File: src/rtl/dino_pkg.sv
// dino_pkg: constants and types shared by the obstacle producer
// (cactus_spawner), the collision/jump logic and the renderer.
//   POS_W     width of one slot on the cactus position bus
//   N_CACTUS  number of obstacle slots on the bus
//   SCREEN_W / X_OFFSET  screen geometry used by the renderer
//   MAX_POS_DEF  default travel at which an obstacle is retired
//   state_t   spawner sequencing states
package dino_pkg;

  localparam int POS_W       = 12;
  localparam int N_CACTUS    = 4;
  localparam int SCREEN_W    = 1024;
  localparam int X_OFFSET    = 200;
  localparam int MAX_POS_DEF = 1274;

  typedef enum logic [1:0] {
    IDLE  = 2'd0,
    UPD   = 2'd1,
    SPAWN = 2'd2
  } state_t;

endpackage

File: src/rtl/lfsr16.sv
// lfsr16: 16-bit Galois LFSR, polynomial x^16+x^14+x^13+x^11 (right shift,
// toggle mask 16'hB400). Also intended for cactus-type selection.
//   clk      clock
//   reset    synchronous active-high reset, loads i_seed
//   i_en     advance one step
//   i_load   load i_seed (wins over i_en)
//   i_seed   seed value, must be non-zero
//   o_state  current LFSR state
module lfsr16 (
  input  logic        clk,
  input  logic        reset,
  input  logic        i_en,
  input  logic        i_load,
  input  logic [15:0] i_seed,
  output logic [15:0] o_state
);

  logic [15:0] r_state;

  always_ff @(posedge clk) begin
    if (reset || i_load)
      r_state <= i_seed;
    else if (i_en)
      r_state <= r_state[0] ? ((r_state >> 1) ^ 16'hB400) : (r_state >> 1);
  end

  assign o_state = r_state;

endmodule

File: src/rtl/cactus_spawner.sv
// cactus_spawner: producer of the cactus position bus. Every TICK_DIV run
// cycles it scrolls the four slots (one slot per cycle, UPD), then makes one
// spawn decision (SPAWN). cactus_sync is high for those 5 cycles; slot
// values are final once it reads 0.
//   clk          clock
//   reset        synchronous active-high reset
//   run          1 = scrolling enabled, 0 = positions frozen
//   clear        one-cycle new-game pulse (priority below reset only)
//   cactuses0..3 slot positions (0 = empty, else travel since spawn)
//   cactus_sync  high while slots may be changing
// Build option: define SPEEDUP_EN to raise the scroll step by one every
// SPEEDUP_SPAWNS spawns, up to STEP_MAX. Without it the step is fixed.
module cactus_spawner
  import dino_pkg::*;
#(
  parameter int          TICK_DIV       = 390625,
  parameter int          STEP           = 4,
  parameter int          MAX_POS        = MAX_POS_DEF,
  parameter int          MIN_GAP        = 250,
  parameter logic [15:0] LFSR_SEED      = 16'hACE1,
  parameter int          STEP_MAX       = 12,
  parameter int          SPEEDUP_SPAWNS = 8
) (
  input  logic             clk,
  input  logic             reset,
  input  logic             run,
  input  logic             clear,
  output logic [POS_W-1:0] cactuses0,
  output logic [POS_W-1:0] cactuses1,
  output logic [POS_W-1:0] cactuses2,
  output logic [POS_W-1:0] cactuses3,
  output logic             cactus_sync
);

  localparam int CNT_W = (TICK_DIV > 1) ? $clog2(TICK_DIV) : 1;
  localparam int GAP_W = 16;
  localparam logic [CNT_W-1:0] TICK_LAST = CNT_W'(TICK_DIV - 1);

  state_t                          r_state, w_state_nx;
  logic [CNT_W-1:0]                r_tick, w_tick_nx;
  logic [1:0]                      r_k, w_k_nx;
  logic [N_CACTUS-1:0][POS_W-1:0]  r_slot, w_slot_nx;
  logic [GAP_W-1:0]                r_gap, w_gap_nx, w_gap_dec;
  logic [POS_W-1:0]                w_step;
  logic [POS_W-1:0]                w_cur;
  logic [POS_W:0]                  w_sum;
  logic [POS_W-1:0]                w_upd_val;
  logic [1:0]                      w_free_idx;
  logic                            w_free_vld;
  logic                            w_lfsr_en;
  logic                            w_spawned;
  logic [15:0]                     w_lfsr;
  logic                            w_lfsr_unused;

  lfsr16 u_lfsr (
    .clk     (clk),
    .reset   (reset),
    .i_en    (w_lfsr_en),
    .i_load  (clear),
    .i_seed  (LFSR_SEED),
    .o_state (w_lfsr)
  );

  // only the low byte feeds the gap
  assign w_lfsr_unused = ^w_lfsr[15:8];

  // 13-bit sum so a slot near the top of the 12-bit range cannot wrap
  assign w_cur = r_slot[r_k];
  assign w_sum = {1'b0, w_cur} + {1'b0, w_step};
  always_comb begin
    w_upd_val = w_sum[POS_W-1:0];
    if (w_cur == '0)
      w_upd_val = '0;
    else if (w_sum >= (POS_W+1)'(MAX_POS))
      w_upd_val = '0;
  end

  assign w_gap_dec = (r_gap > GAP_W'(w_step)) ? (r_gap - GAP_W'(w_step)) : '0;

  // lowest-index empty slot (scan high to low so the lowest wins)
  always_comb begin
    w_free_idx = '0;
    w_free_vld = 1'b0;
    for (int i = N_CACTUS - 1; i >= 0; i--) begin
      if (r_slot[i] == '0) begin
        w_free_idx = 2'(i);
        w_free_vld = 1'b1;
      end
    end
  end

  always_comb begin
    w_state_nx = r_state;
    w_tick_nx  = r_tick;
    w_k_nx     = r_k;
    w_slot_nx  = r_slot;
    w_gap_nx   = r_gap;
    w_lfsr_en  = 1'b0;
    w_spawned  = 1'b0;
    unique case (r_state)
      IDLE: begin
        if (run) begin
          if (r_tick == TICK_LAST) begin
            w_tick_nx  = '0;
            w_k_nx     = '0;
            w_state_nx = UPD;
          end else begin
            w_tick_nx = r_tick + 1'b1;
          end
        end
      end
      UPD: begin
        w_slot_nx[r_k] = w_upd_val;
        w_k_nx         = r_k + 2'd1;
        if (r_k == 2'(N_CACTUS - 1))
          w_state_nx = SPAWN;
      end
      SPAWN: begin
        w_state_nx = IDLE;
        // with no free slot the gap sits at 0 and the spawn retries next tick
        if (w_gap_dec == '0 && w_free_vld) begin
          w_slot_nx[w_free_idx] = POS_W'(1);
          w_gap_nx              = GAP_W'(MIN_GAP) + {8'd0, w_lfsr[7:0]};
          w_lfsr_en             = 1'b1;
          w_spawned             = 1'b1;
        end else begin
          w_gap_nx = w_gap_dec;
        end
      end
      default: w_state_nx = IDLE;
    endcase
  end

  always_ff @(posedge clk) begin
    if (reset || clear) begin
      r_state <= IDLE;
      r_tick  <= '0;
      r_k     <= '0;
      r_slot  <= '0;
      r_gap   <= GAP_W'(MIN_GAP);
    end else begin
      r_state <= w_state_nx;
      r_tick  <= w_tick_nx;
      r_k     <= w_k_nx;
      r_slot  <= w_slot_nx;
      r_gap   <= w_gap_nx;
    end
  end

`ifdef SPEEDUP_EN
  logic [POS_W-1:0] r_step;
  logic [7:0]       r_spawn_cnt;

  // the new step is registered after SPAWN, so it applies from the next tick
  always_ff @(posedge clk) begin
    if (reset || clear) begin
      r_step      <= POS_W'(STEP);
      r_spawn_cnt <= '0;
    end else if (w_spawned) begin
      if (r_spawn_cnt == 8'(SPEEDUP_SPAWNS - 1)) begin
        r_spawn_cnt <= '0;
        if (r_step < POS_W'(STEP_MAX))
          r_step <= r_step + 1'b1;
      end else begin
        r_spawn_cnt <= r_spawn_cnt + 1'b1;
      end
    end
  end

  assign w_step = r_step;
`else
  logic w_spawned_unused;
  assign w_spawned_unused = w_spawned;
  assign w_step           = POS_W'(STEP);
`endif

  assign cactuses0   = r_slot[0];
  assign cactuses1   = r_slot[1];
  assign cactuses2   = r_slot[2];
  assign cactuses3   = r_slot[3];
  assign cactus_sync = (r_state != IDLE);

endmodule

File: config.mk
export PLATFORM = sky130hd
export DESIGN_NAME = cactus_spawner
export DESIGN_NICKNAME = d
export VERILOG_FILES = /design/src/rtl/dino_pkg.sv /design/src/rtl/lfsr16.sv /design/src/rtl/cactus_spawner.sv
export SDC_FILE = /design/constraint.sdc
export NUM_CORES = 1
export LEC_CHECK = 0
export CAP_MARGIN = 25
export CORE_AREA = 2 2 114 144
export DETAILED_ROUTE_END_ITERATION = 12
export DIE_AREA = 0 0 116 146
export MAX_ROUTING_LAYER = met4
export SLEW_MARGIN = 20
export SYNTH_ARGS = -nofsm -noshare
export SYNTH_HDL_FRONTEND = slang
export SYNTH_SLANG_ARGS = --single-unit
File: constraint.sdc
create_clock -name clk -period 2.8 [get_ports clk]
set_input_delay 0.56 -clock clk [delete_from_list [all_inputs] [get_ports clk]]
set_output_delay 0.56 -clock clk [all_outputs]
set_load 0.1 [all_outputs]
Word level (Yosys, flattened, before mapping)
Cells that the tools add are included.
W data, S select, Z words.
{ "word_totals": {"output_inout_bits": 49, "input_bits": 4, "word_cells": 82, "reg_bits": 103} }
{ "classes": {"mux": 32, "eq_ne": 8, "n_lt_le_gt_ge": 6, "bitwise": 4, "reduce_logical": 18, "add_sub_neg": 5} }
{ "ops": {"columns": ["operator", "count"], "rows": [
  ["$pmux W48 S2", 1],
  ["$logic_not A12 Y1", 5],
  ["$mux W12", 5],
  ["$bwmux W48", 1],
  ["$demux W12 S2", 2],
  ["$mux W16", 3],
  ["$mux W48", 1],
  ["$and A44 B44 Y44", 1],
  ["$not A44 Y44", 1],
  ["$bmux W12 S2", 1],
  ["$add A19 B1 Y19 const B", 1],
  ["$eq A19 B19 Y1 const B", 1],
  ["$mux W19", 1],
  ["$mux W2", 9],
  ["$gt A16 B3 Y1 const B", 1],
  ["$logic_not A16 Y1", 1],
  ["$sub A16 B3 Y16 const B", 1],
  ["$add A12 B3 Y13 const B", 1],
  ["$ge A13 B11 Y1 const B", 1],
  ["$add A8 B8 Y9 const A", 1],
  ["$ne A2 B2 Y1 const B", 4],
  ["$pmux W2 S2", 2],
  ["$lt A2 B3 Y1 const B", 2],
  ["$mux W1", 6],
  ["12 further kinds", 20]
]} }

Longest topological paths before layout
Gate-level depths: netlist (run 1).
{ "depth": {"word_depth": 13, "mapped_depth": 14, "depth_no_buf": 10} }

Modules after synthesis
From an unflattened synthesis (run 1), not the netlist that was laid out.
{ "hier_totals": {"hier_cells": 562, "area_unflattened_um2": 5494.0} }
{ "by_module_without_submodules": {"columns": ["module", "seq_area_each_um2", "area_each_um2", "n_inst", "cells_each"], "rows": [
  ["cactus_spawner", 1741.7, 4730.8, 1, 524],
  ["lfsr16", 480.5, 763.2, 1, 38]
]} }

Worst setup path after synthesis (run 1)
Ideal clock, no wire load.
{ "synth_path": {"path_type": "reg2reg", "from": "register r_slot, in the netlist cactuses2[2]", "to": "register r_slot, in the netlist cactuses0[2]", "path_stages_with_launch": 11, "n_path_buf": 1, "slack_ns": -0.424, "t_arrival_ns": 3.106, "period_less_slack_ns": 3.224, "setup_ns": 0.118, "required_time_ns": 2.682, "cell_sequence": "dfxtp_1 mux4_2 ha_1 xor2_1 o2111ai_1 a211oi_2 o21bai_1 and3_1 buf_2 and2_1 a22o_1"} }
{ "synth_via": {"elab_chain_len": 12} }
{ "synth_rtl": {"columns": ["item", "line_no", "source"], "rows": [
  ["start: declaration", "cactus_spawner.sv:42", "logic [N_CACTUS-1:0][POS_W-1:0] r_slot, w_slot_nx;"],
  ["start signal: assignment", "cactus_spawner.sv:145", "r_slot <= w_slot_nx;"],
  ["branches (longest 12 deep; another with $add A12 B3 Y13)", null, null]
]} }
Several ways; the timed one is not identified. The select of a mux whose other input is x is not followed.
A chain may end at the register's enable or synchronous reset.

Final worst setup path (run 1)
{ "layout_path": {"from": "register r_gap[9]", "to": "register r_slot, in the netlist cactuses0[2]"} }
{ "layout_via": {"elab_chain_len": 6} }
{ "layout_rtl": {"columns": ["item", "line_no", "source"], "rows": [
  ["start: declaration", "cactus_spawner.sv:43", "logic [GAP_W-1:0] r_gap, w_gap_nx, w_gap_dec;"],
  ["start signal: assignment", "cactus_spawner.sv:140", "r_gap <= GAP_W'(MIN_GAP);"],
  ["start signal: assignment", "cactus_spawner.sv:146", "r_gap <= w_gap_nx;"],
  ["$sub A16 B3 Y16 or $gt A16 B3 Y1 (tied branches)", "cactus_spawner.sv:78", "assign w_gap_dec = (r_gap > GAP_W'(w_step)) ? (r_gap - GAP_W'(w_step)) : '0;"],
  ["$mux W16 *", "cactus_spawner.sv:78", null],
  ["$logic_not A16 Y1 *", "cactus_spawner.sv:121", "if (w_gap_dec == '0 && w_free_vld) begin"],
  ["$logic_and A1 B1 Y1 *", "cactus_spawner.sv:121", null],
  ["$ne A2 B2 Y1 (no line) *", null, null],
  ["$reduce_and A2 Y1 (no line) *", null, null]
]} }
Mark *: on every way between the ends. The rest lies on a longest branch, timed or not.

==> results of run 1 <==
## through the flow
| step | setup WS (ps) | util |
|---|---|---|
| 5_1_grt | 0.439 | 0.429 |
| 2_1_floorplan | 3.67 | - |
| 4_1_cts | 48.3 | 0.425 |
| 3_5_place_dp | 11.4 | 0.406 |
| 6_report | 91.7 | 0.429 |
| 3_3_place_gp | 74.4 | 0.406 |
## routing by layer
| layer | vias to the layer above | share of wire | global-route usage | wire length, um |
|---|---|---|---|---|
| li1 | 2470 | - | - | - |
| met1 | 2457 | 0.43 | 0.237 | 6800 |
| met2 | 162 | 0.49 | 0.315 | 7650 |
| met3 | 42 | 0.047 | 0.0292 | 736 |
| met4 | 0 | 0.036 | 0.0869 | 573 |
| met5 | - | 0 | - | 0 |
## kinds of logic (layout without fill, tap and decap cells)
kind of cell | after synthesis | count (layout)
and+or+nand+nor | 316 | 316
AOI/OAI and AO/OA | 118 | 119
DFF | 103 | 103
buffers and inverters | 49 | 127
xor gates and xnor gates | 32 | 32
muxes | 16 | 16
adders and majority gates | 12 | 12
## sequential cells by signal (all words and copies together) (netlist names)
signal          flops
r_tick             19
u_lfsr.o_state     16
r_k                 2
r_state             2
cactuses3          12
r_gap              16
cactuses2          12
cactuses1          12
cactuses0          12
## final cells by class
cell class              instances  share of cell area
clock inverters                 6             0.00774
inverters                      14             0.00793
flip-flops and latches        103               0.319
multi-input cells             495               0.474
well taps                     212              0.0400
repair buffers                 97               0.115
clock buffers                  10              0.0361
## power by group through the flow
stage	Combinational, mW	Clock, mW	Sequential [mW]
floorplan	0.0280	0	1.50
global placement	0.0485	0	1.50
detailed placement	0.0493	0	1.50
CTS	0.0491	1.26	1.46
global route	0.0552	1.33	1.46
finish	0.0502	1.23	1.46
## worst max path at each step
| stage | from | endpoint | slack (ps) | cells past startpoint |
|---|---|---|---|---|
| floorplan | cactuses0[9]$_SDFFE_PP0P_ | cactuses0[6]$_SDFFE_PP0P_ | 4 | 10 |
| global placement | r_k[1]$_SDFFE_PP0P_ | cactuses0[6]$_SDFFE_PP0P_ | 70 | 10 |
| detailed placement | r_gap[3]$_SDFFE_PP1P_ | cactuses0[8]$_SDFFE_PP0P_ | 10 | 10 |
| CTS | r_gap[3]$_SDFFE_PP1P_ | r_gap[2]$_SDFFE_PP0P_ | 50 | 10 |
| global route | r_gap[2]$_SDFFE_PP0P_ | cactuses0[2]$_SDFFE_PP0P_ | 0.4 | 10 |
| finish | r_gap[9]$_SDFFE_PP0P_ | cactuses0[2]$_SDFFE_PP0P_ | 90 | 8 |
## cells in the final DEF, fill, tap and decap left out, types with 5 or more instances in the layout
master	instances
ha_1	11
dfxtp_1	67
inv_1	14
xor2_1	15
a22o_1	6
or3_1	7
nor4_1	17
nand2_1	95
nand2b_1	6
nand3_1	43
xnor2_1	15
nor2_1	66
clkbuf_16	9
nand4_1	13
and3_1	19
o211ai_1	5
dfxtp_2	33
and2_1	5
o21ai_1	8
a22oi_1	7
o21ai_0	15
mux4_2	12
a21oi_1	42
nor2b_1	5
or4_1	5
buf_4	91
nor3_1	14
## worst reg2reg max path: stages (launching register included)
cell and delay [ps]:
dfxtp_1 360, or4_1 540, or2_4 270, or3_1 470, o41ai_2 110, buf_4 180
and3_4 260, a21oi_2 120, a22o_1 280
## what timing repair did
| item | in CTS | in global routing |
|---|---|---|
| setup endpoints to repair | 5 | 49 |
| setup buffers | 0 | 2 |
| pin swaps | 0 | 9 |
| gates resized for setup | 2 | 14 |
| gates cloned | 0 | 1 |
==> impl_metrics.csv, run 1 <==
group,metric,value,unit
run_status,outcome,"completed",
worst_setup_path,crit_buf_inv,1,
worst_setup_path,path_max_fanout,7,
worst_setup_path,cp_cell_sequence,"or4_1 > or2_4 > or3_1 > o41ai_2 > buf_4 > and3_4 > a21oi_2 > a22o_1",
yosys,ys.flop_type,"dfxtp_1",
cts,cts.htree.levels,3,
drt,drcViolationCount,0,
cts,root_buffer,"clkbuf_16",
placed_design,gp_congestion,0.978,
min_path,min_path_type,"reg -> reg",
pwr,p_int,2.12,mW
yosys,ys_types,59,
timing,finalCriticalPeriod,2710,ps
placed_design,placed_area,6270,um^2
pwr,p_sw,624,uW
die,die_area,16900,um^2
worst_setup_path,r2r_setup_slack,90,ps
run,max_cap_viol_count,0,
global_route,antenna_found_initial,0,
worst_setup_path,rr_endpoint,"cactuses0[2]$_SDFFE_PP0P_",
min_path,min-delay-start,"u_lfsr.o_state[9]$_SDFFE_PP0P_",
yosys,yosys-top-cells-area,"dfxtp_1, nand2_1, mux4_2",
cts,numCtsBuffers,9,
cells_and_area,drive_gt1_frac,0.247,
cts,cts_hold_buf,0,
yosys,synth-simple-area-share,0.293,
yosys,syn_avg_cell_area,8.26,um^2
yosys,async_flop_share,0,
yosys,netlist.area_leader.share,0.386,
yosys,yosysSeqAreaShare,0.386,
yosys,yosysWarnings,0,
pwr,p_clk_frac,0.448,
timing,slew_violations,0,
cts,clock_latency,350,ps
cells_and_area,fin_area,6630,um^2
global_route,grt_start_max_net_pins,21,
global_route,grt_pass1_wl,25.6,mm
pwr,seqPwrFrac,0.533,
yosys,ys_ff_latch,103,
worst_setup_path,crit-reg2reg-launch,"r_gap[9]$_SDFFE_PP0P_",
pwr,power_frac_comb,0.018,
worst_setup_path,crit_type,"reg -> reg",
drt,vias,5131,
pwr,p_sw_frac,0.228,
pwr,p_leak,2.49,nW
die,die_height,146,um
min_path,min_to,"u_lfsr.o_state[9]$_SDFFE_PP0P_",
yosys,synthXorXnorAreaFrac,0.0525,
worst_setup_path,start_kind,"register",
worst_setup_path,cp.arrival,2950,ps
timing,tns,0,ps
cells_and_area,multi_input_area,3140,um^2
yosys,synth-edff-count,0,
yosys,synthAdderAreaFrac,0.0281,
cts,cts.sinks,103,
timing,final_hold_viol_count,0,
timing,finalSetupViolCount,0,
pwr,p_per_area,414,nW/um^2
cts,clkTransAtPathRegs,70,ps
die,rows,51,
drt,first_pass_iters,7,
yosys,synth_compound_area_frac,0.141,
drt,antenna_left,0,
cells_and_area,n_antenna_cell,0,
cells_and_area,num-fill-cells,1539,
timing,maxSlewHeadroom,0.413,
global_route,grtUsageTotal,0.194,
die,start_util,0.346,
worst_setup_path,required,3040,ps
drt,totalWireLength,15.8,mm
cts,cts_tree,"built",
timing,rsz0062_at_grt,"no",
timing,fmax,369,MHz
cts,ctsLongestPathBuffers,2,
worst_setup_path,critPathCaptureType,"register",
global_route,grt_pass1_vias,4962,
yosys,synth.area.mux_share,0.0581,
pwr,power,2.74,mW
yosys,synth.most_common_cell,"dfxtp_1",
drt,viasPerCell,5.48,
drt,routedWlPerCell,16.8,um
cells_and_area,syn_to_final_growth,24.1,%
placed_design,place_inst,918,
pwr,vdd_drop_max,224,uV
timing,min_period_over_period,0.967,
yosys,synth_top_cell_by_area,"dfxtp_1",
timing,finalClockSkew,11.6,ps
die,core,15400,um^2
min_path,holdPathStages,2,
die,num_io_pins,53,
yosys,synthCells,646,
global_route,gr-total-overflow,0,
worst_setup_path,cpPeakStageDelay,540,ps
yosys,synth_top_family_by_area,"simple AND/OR/NAND/NOR gates",
timing,worstMarginPinSlew,874,ps
die,die_w,116,um
cells_and_area,ff_latch_area,2110,um^2
cells_and_area,fin_nets,736,
timing,hold-worst-slack,465,ps
placed_design,post-dp-hpwl,12.1,mm
worst_setup_path,cpLargestDelayFamily,"simple AND/OR/NAND/NOR gates",
yosys,synth_nets,662,
worst_setup_path,cpMaxStageDelayCell,"or4_1",
drt,drt_iter0_markers,478,
worst_setup_path,reg2reg_depth,8,
cells_and_area,fin_cells,937,
placed_design,port_buffers,52,
yosys,synth_commonest_cells,"dfxtp_1, nand2_1, nor2_1",
yosys,netlist_area,5340,um^2
(Power assumes the default switching activity.)
==> run 2, diff against run 1 <==
--- a/config.mk
+++ b/config.mk
@@ -5,7 +5,6 @@
 export SDC_FILE = /design/constraint.sdc
 export NUM_CORES = 1
 export LEC_CHECK = 0
-export CAP_MARGIN = 25
 export CORE_AREA = 2 2 114 144
 export DETAILED_ROUTE_END_ITERATION = 12
 export DIE_AREA = 0 0 116 146
==> results of run 2 <==
No change in the layout: final DEF, timing and power equal those of run 1.
==> patch 1, RTL diff (settings of run 1) <==
Register the input `run` before use, without a reset. The logic sees it one clock later. The other inputs are not delayed to match.
--- a/src/rtl/cactus_spawner.sv
+++ b/src/rtl/cactus_spawner.sv
@@ -35,6 +35,12 @@
   localparam int CNT_W = (TICK_DIV > 1) ? $clog2(TICK_DIV) : 1;
   localparam int GAP_W = 16;
   localparam logic [CNT_W-1:0] TICK_LAST = CNT_W'(TICK_DIV - 1);
+
+  logic run_q;
+
+  always_ff @(posedge clk) begin
+    run_q <= run;
+  end
 
   state_t                          r_state, w_state_nx;
   logic [CNT_W-1:0]                r_tick, w_tick_nx;
@@ -99,7 +105,7 @@
     w_spawned  = 1'b0;
     unique case (r_state)
       IDLE: begin
-        if (run) begin
+        if (run_q) begin
           if (r_tick == TICK_LAST) begin
             w_tick_nx  = '0;
             w_k_nx     = '0;
Formal check against the unedited RTL: same outputs for any inputs over 10 cycles, from zero or initial values; that may be too few to reach the edited logic, so the function may still have changed.
==> patch 1 against run 1 <==
Count of clock-buffer cells in the layout fell by 1. Synthesized area fell by 1.6%. Total power fell by 0.17%. Cell area fell by 3.1%. Non-clock buffer count fell by 11. Worst setup slack improved by 31 ps. Largest cell class unchanged. Largest power group unchanged. Sequential cell count rose by 1. Wire length fell by 1.5%.
==> patch 1: results (changes against run 1) <==
| Metric | Value |
|---|---|
| Fraction of final layout cells sized beyond drive strength 1 | 23.0% (was 24.7%) |
| Top area cells in the synthesized netlist | dfxtp_1 (40%), nand2_1 (6.0%), mux4_2 (5.1%), nor2_1 (4.1%), o21ai_0 (3.9%) (was dfxtp_1 (39%), nand2_1 (6.7%), mux4_2 (5.1%), nor2_1 (4.7%), nand3_1 (4.0%)) |
| Endpoint, Worst Hold | r_gap[0] (was u_lfsr.o_state[9]) |
| Area post-placement | 6090 sq um (was 6270 sq um) |
| Post-Route Hold Slack | 456 ps (was 465 ps) |
| First-pass GRT wire length | 24.7 mm (was 25.6 mm) |
| Relative max-transition margin | 58.1% (was 41.3%) |
| Launch point of the worst path | r_k[1] (was r_gap[9]) |
| Wire length on met1 | 6.55 mm (was 6.80 mm) |
| Min-delay src | r_gap[0] (was u_lfsr.o_state[9]) |
| Cell Count, Final, Fillers Out | 898 (was 937) |
| Met1 capacity usage during global routing | 22.8% (was 23.7%) |
| Via count of the first global-routing pass | 4,647 (was 4,962) |
| Slowest stage delay, CP | 580 ps (was 540 ps) |
| Setup slack of the most critical reg-to-reg path | 120 ps (was 90 ps) |
| Post-placement setup slack | 50.2 ps (was 11.4 ps) |
| # placed instances | 882 (was 918) |
| Met2 track utilization from global routing | 30.6% (was 31.5%) |
| Critical path's slowest cell | mux4_2 (was or4_1) |
| TritonRoute pass-1 iters | 5 (was 7) |
| Biggest fanout along the worst timing path | 5 (was 7) |
| Outcome | finished, final reports clean (unchanged) |
| Peak ir drop on the vdd network | 0.293 mV (was 0.224 mV) |
| Worst setup path endpoint | cactuses3[4] (was cactuses0[2]) |
| Worst r2r src | r_k[1] (was r_gap[9]) |
| Switching share of power | 22.9% (was 22.8%) |
| Routing usage on met3 | 3.46% (was 2.92%) |
| Count of distinct cell types in the synthesized netlist | 61 (was 59) |
| Placed wire-length estimate | 11.5 mm (was 12.1 mm) |
| Arrival time of data at the critical path endpoint | 2940 ps (was 2950 ps) |
| Number of DRC violations after detailed-routing iteration 0 | 401 (was 478) |
| Detail-routed net length per standard cell | 17.3 microns (was 16.8 microns) |
| Post-detailed-route via-to-cell ratio | 5.41 (was 5.48) |
| Total of fill cells in the finished design | 1,575 (was 1,539) |
| Clk_skew | 12.5 ps (was 11.6 ps) |
| Largest net degree at the start of global routing | 26 (was 21) |
patch 1: cell count changes in the layout (fill, tap and decap cells not counted), sizes merged, moves of 5 or more:
cell	run 1	this run
nand2	95	84
nor3b	1	7
nand3	43	28
nor2	67	59
mux2i	4	10
a22oi	7	2
and3	20	11
buf	94	83
a21oi	44	33
o21ai	24	43
patch 1: final cells by class:
type                       instances  area share [%]
multi-input combinational        466            47.4
sequential                       104            32.9
timing repair buffer              86            10.5
tap                              212            4.13
clock buffer                       9            3.51
clock inverter                     7           0.857
inverter                          14           0.818
patch 1: repair_timing:
item                                    CTS  global route
buffers inserted                          0             0
endpoints found under the setup margin    0            55
gates resized for setup                   0            12
patch 1: kinds of logic after synthesis:
logic type / Yosys count / synth area share (%)
multiplexers: 23 / 7.26
AND/OR/NAND/NOR: 271 / 25.9
AO/OA/AOI/OAI: 123 / 14.9
XOR/XNOR: 37 / 6.17
buffers and inverters: 39 / 3.33
flip-flops: 104 / 39.6
adder cells (fa/ha/maj): 12 / 2.86
==> patch 2, RTL diff (flow settings as in run 1) <==
Without the edit above. `TICK_DIV`: 390625 -> 781250.
--- a/src/rtl/cactus_spawner.sv
+++ b/src/rtl/cactus_spawner.sv
@@ -13,7 +13,7 @@
 module cactus_spawner
   import dino_pkg::*;
 #(
-  parameter int          TICK_DIV       = 390625,
+  parameter int          TICK_DIV       = 781250,
   parameter int          STEP           = 4,
   parameter int          MAX_POS        = MAX_POS_DEF,
   parameter int          MIN_GAP        = 250,
Check against the original RTL: no difference found for any inputs over 10 cycles, from zero or initial values; that may be too few to reach the edited logic, so the function may still have changed.
==> patch 2 against run 1 <==
Synthesized area increased by 1.5%. Wire length increased by 4.2%. Cell area increased by 2.9%. Critical path depth increased by 3. Global-route usage increased by 0.97 points. Total power increased by 2.2%. Sequential cell count increased by 1. Worst setup slack got worse by 11 ps. Synthesized cell count decreased by 2.8%.
==> patch 2: results (changes against run 1) <==
| Metric | Value |
|---|---|
| Number of flip-flops in the largest register | 20 (was 19) |
| Placed wire-length estimate | 12.3 mm (was 12.1 mm) |
| Top cells by instance count after synthesis | dfxtp_1 (104), nor2_1 (72), nand2_1 (54), a21oi_1 (41), nand3_1 (32) (was dfxtp_1 (103), nand2_1 (95), nor2_1 (67), nand3_1 (43), a21oi_1 (42)) |
| Share of the synthesized area in the top cell type | 38.4% (was 38.6%) |
| Proportion of synthesized chip area in sequential cells | 38.4% (was 38.6%) |
| Reported leakage power | 2.51 nW (was 2.49 nW) |
| Post-Route Hold Slack | 477 ps (was 465 ps) |
| Detailed-route wire length | 16.4 mm (was 15.8 mm) |
| Clk_skew | 8.86 ps (was 11.6 ps) |
| Area post-placement | 6440 sq um (was 6270 sq um) |
| Peak ir drop on the vdd network | 0.340 mV (was 0.224 mV) |
| Post-detailed-route via-to-cell ratio | 5.58 (was 5.48) |
| NetSw | 679 uW (was 624 uW) |
| Number of nets in the finished design | 723 (was 736) |
| RePlAce Congestion | 0.940 (was 0.978) |
| Via count of the first global-routing pass | 5,077 (was 4,962) |
| Total of fill cells in the finished design | 1,508 (was 1,539) |
| Relative max-transition margin | 61.8% (was 41.3%) |
| Number of DRC violations after detailed-routing iteration 0 | 420 (was 478) |
| Outcome | finished, final reports clean (unchanged) |
| Critical path's slowest cell | mux4_2 (was or4_1) |
| Family with the most delay on the worst path | compound AO/OA/AOI/OAI gates (was simple AND/OR/NAND/NOR gates) |
| Syn_nets | 644 (was 662) |
| Worst Reg2Reg Path Length in Cells | 11 (was 8) |
| End of the worst register-to-register path | cactuses0[3] (was cactuses0[2]) |
| Worst r2r src | r_k[1] (was r_gap[9]) |
## patch 2: cell types whose count changed after synthesis, moves of 7 or more
| cell | delta |
|---|---|
| and3_1 | -10 |
| mux2i_1 | +12 |
| nand2_1 | -41 |
| nand3_1 | -11 |
| o21ai_0 | +7 |
## patch 2: layout make-up
class	count	area, sq um	share of cell area (%)
Timing Repair Buffer	107	847	12.4
Clock inverter	7	85.1	1.25
Inverter	17	63.8	0.936
Sequential cell	104	2150	31.5
Tap cell	212	265	3.89
Multi-Input combinational cell	468	3180	46.7
Clock buffer	9	225	3.30
## patch 2: logic make-up after synthesis
group	after synthesis	synth area share [%]
mux	28	7.94
flops	104	38.4
xor+xnor	36	5.82
fa+ha+maj	12	2.77
compound gates	127	15.6
buf+inv	56	4.62
simple gates	265	24.9
## patch 2: worst max-delay path by stage
stage	start	endpoint	slack (ps)	cells past startpoint
2_1_floorplan	r_k[1]	cactuses3[0]	-40	13
3_3_place_gp	r_k[1]	cactuses0[3]	70	11
3_5_place_dp	r_k[1]	cactuses0[3]	30	11
4_1_cts	r_k[1]	cactuses0[3]	9	11
5_1_grt	r_k[1]	cactuses0[3]	-7	11
6_report	r_k[1]	cactuses0[3]	80	11
## patch 2: repair_timing
item / 4_1_cts / 5_1_grt
buffers inserted: 1 / 1
pin swaps: 0 / 2
hold buffers: 0 / 0
resized for setup: 0 / 14
endpoints found under the setup margin: 1 / 41
## patch 2: metal layers
metal	routed length (microns)	GRT usage, %	vias up
li1	-	-	2444
met1	6670	24.0	2460
met2	8340	34.1	208
met3	820	2.96	48
met5	0	-	-
met4	587	9.17	0
## patch 2: through the flow
step,TNS (ps),cells
6_report,0,924
5_1_grt,-14.5,924
4_1_cts,0,923
3_5_place_dp,0,906
3_3_place_gp,0,906
2_1_floorplan,-44.5,628
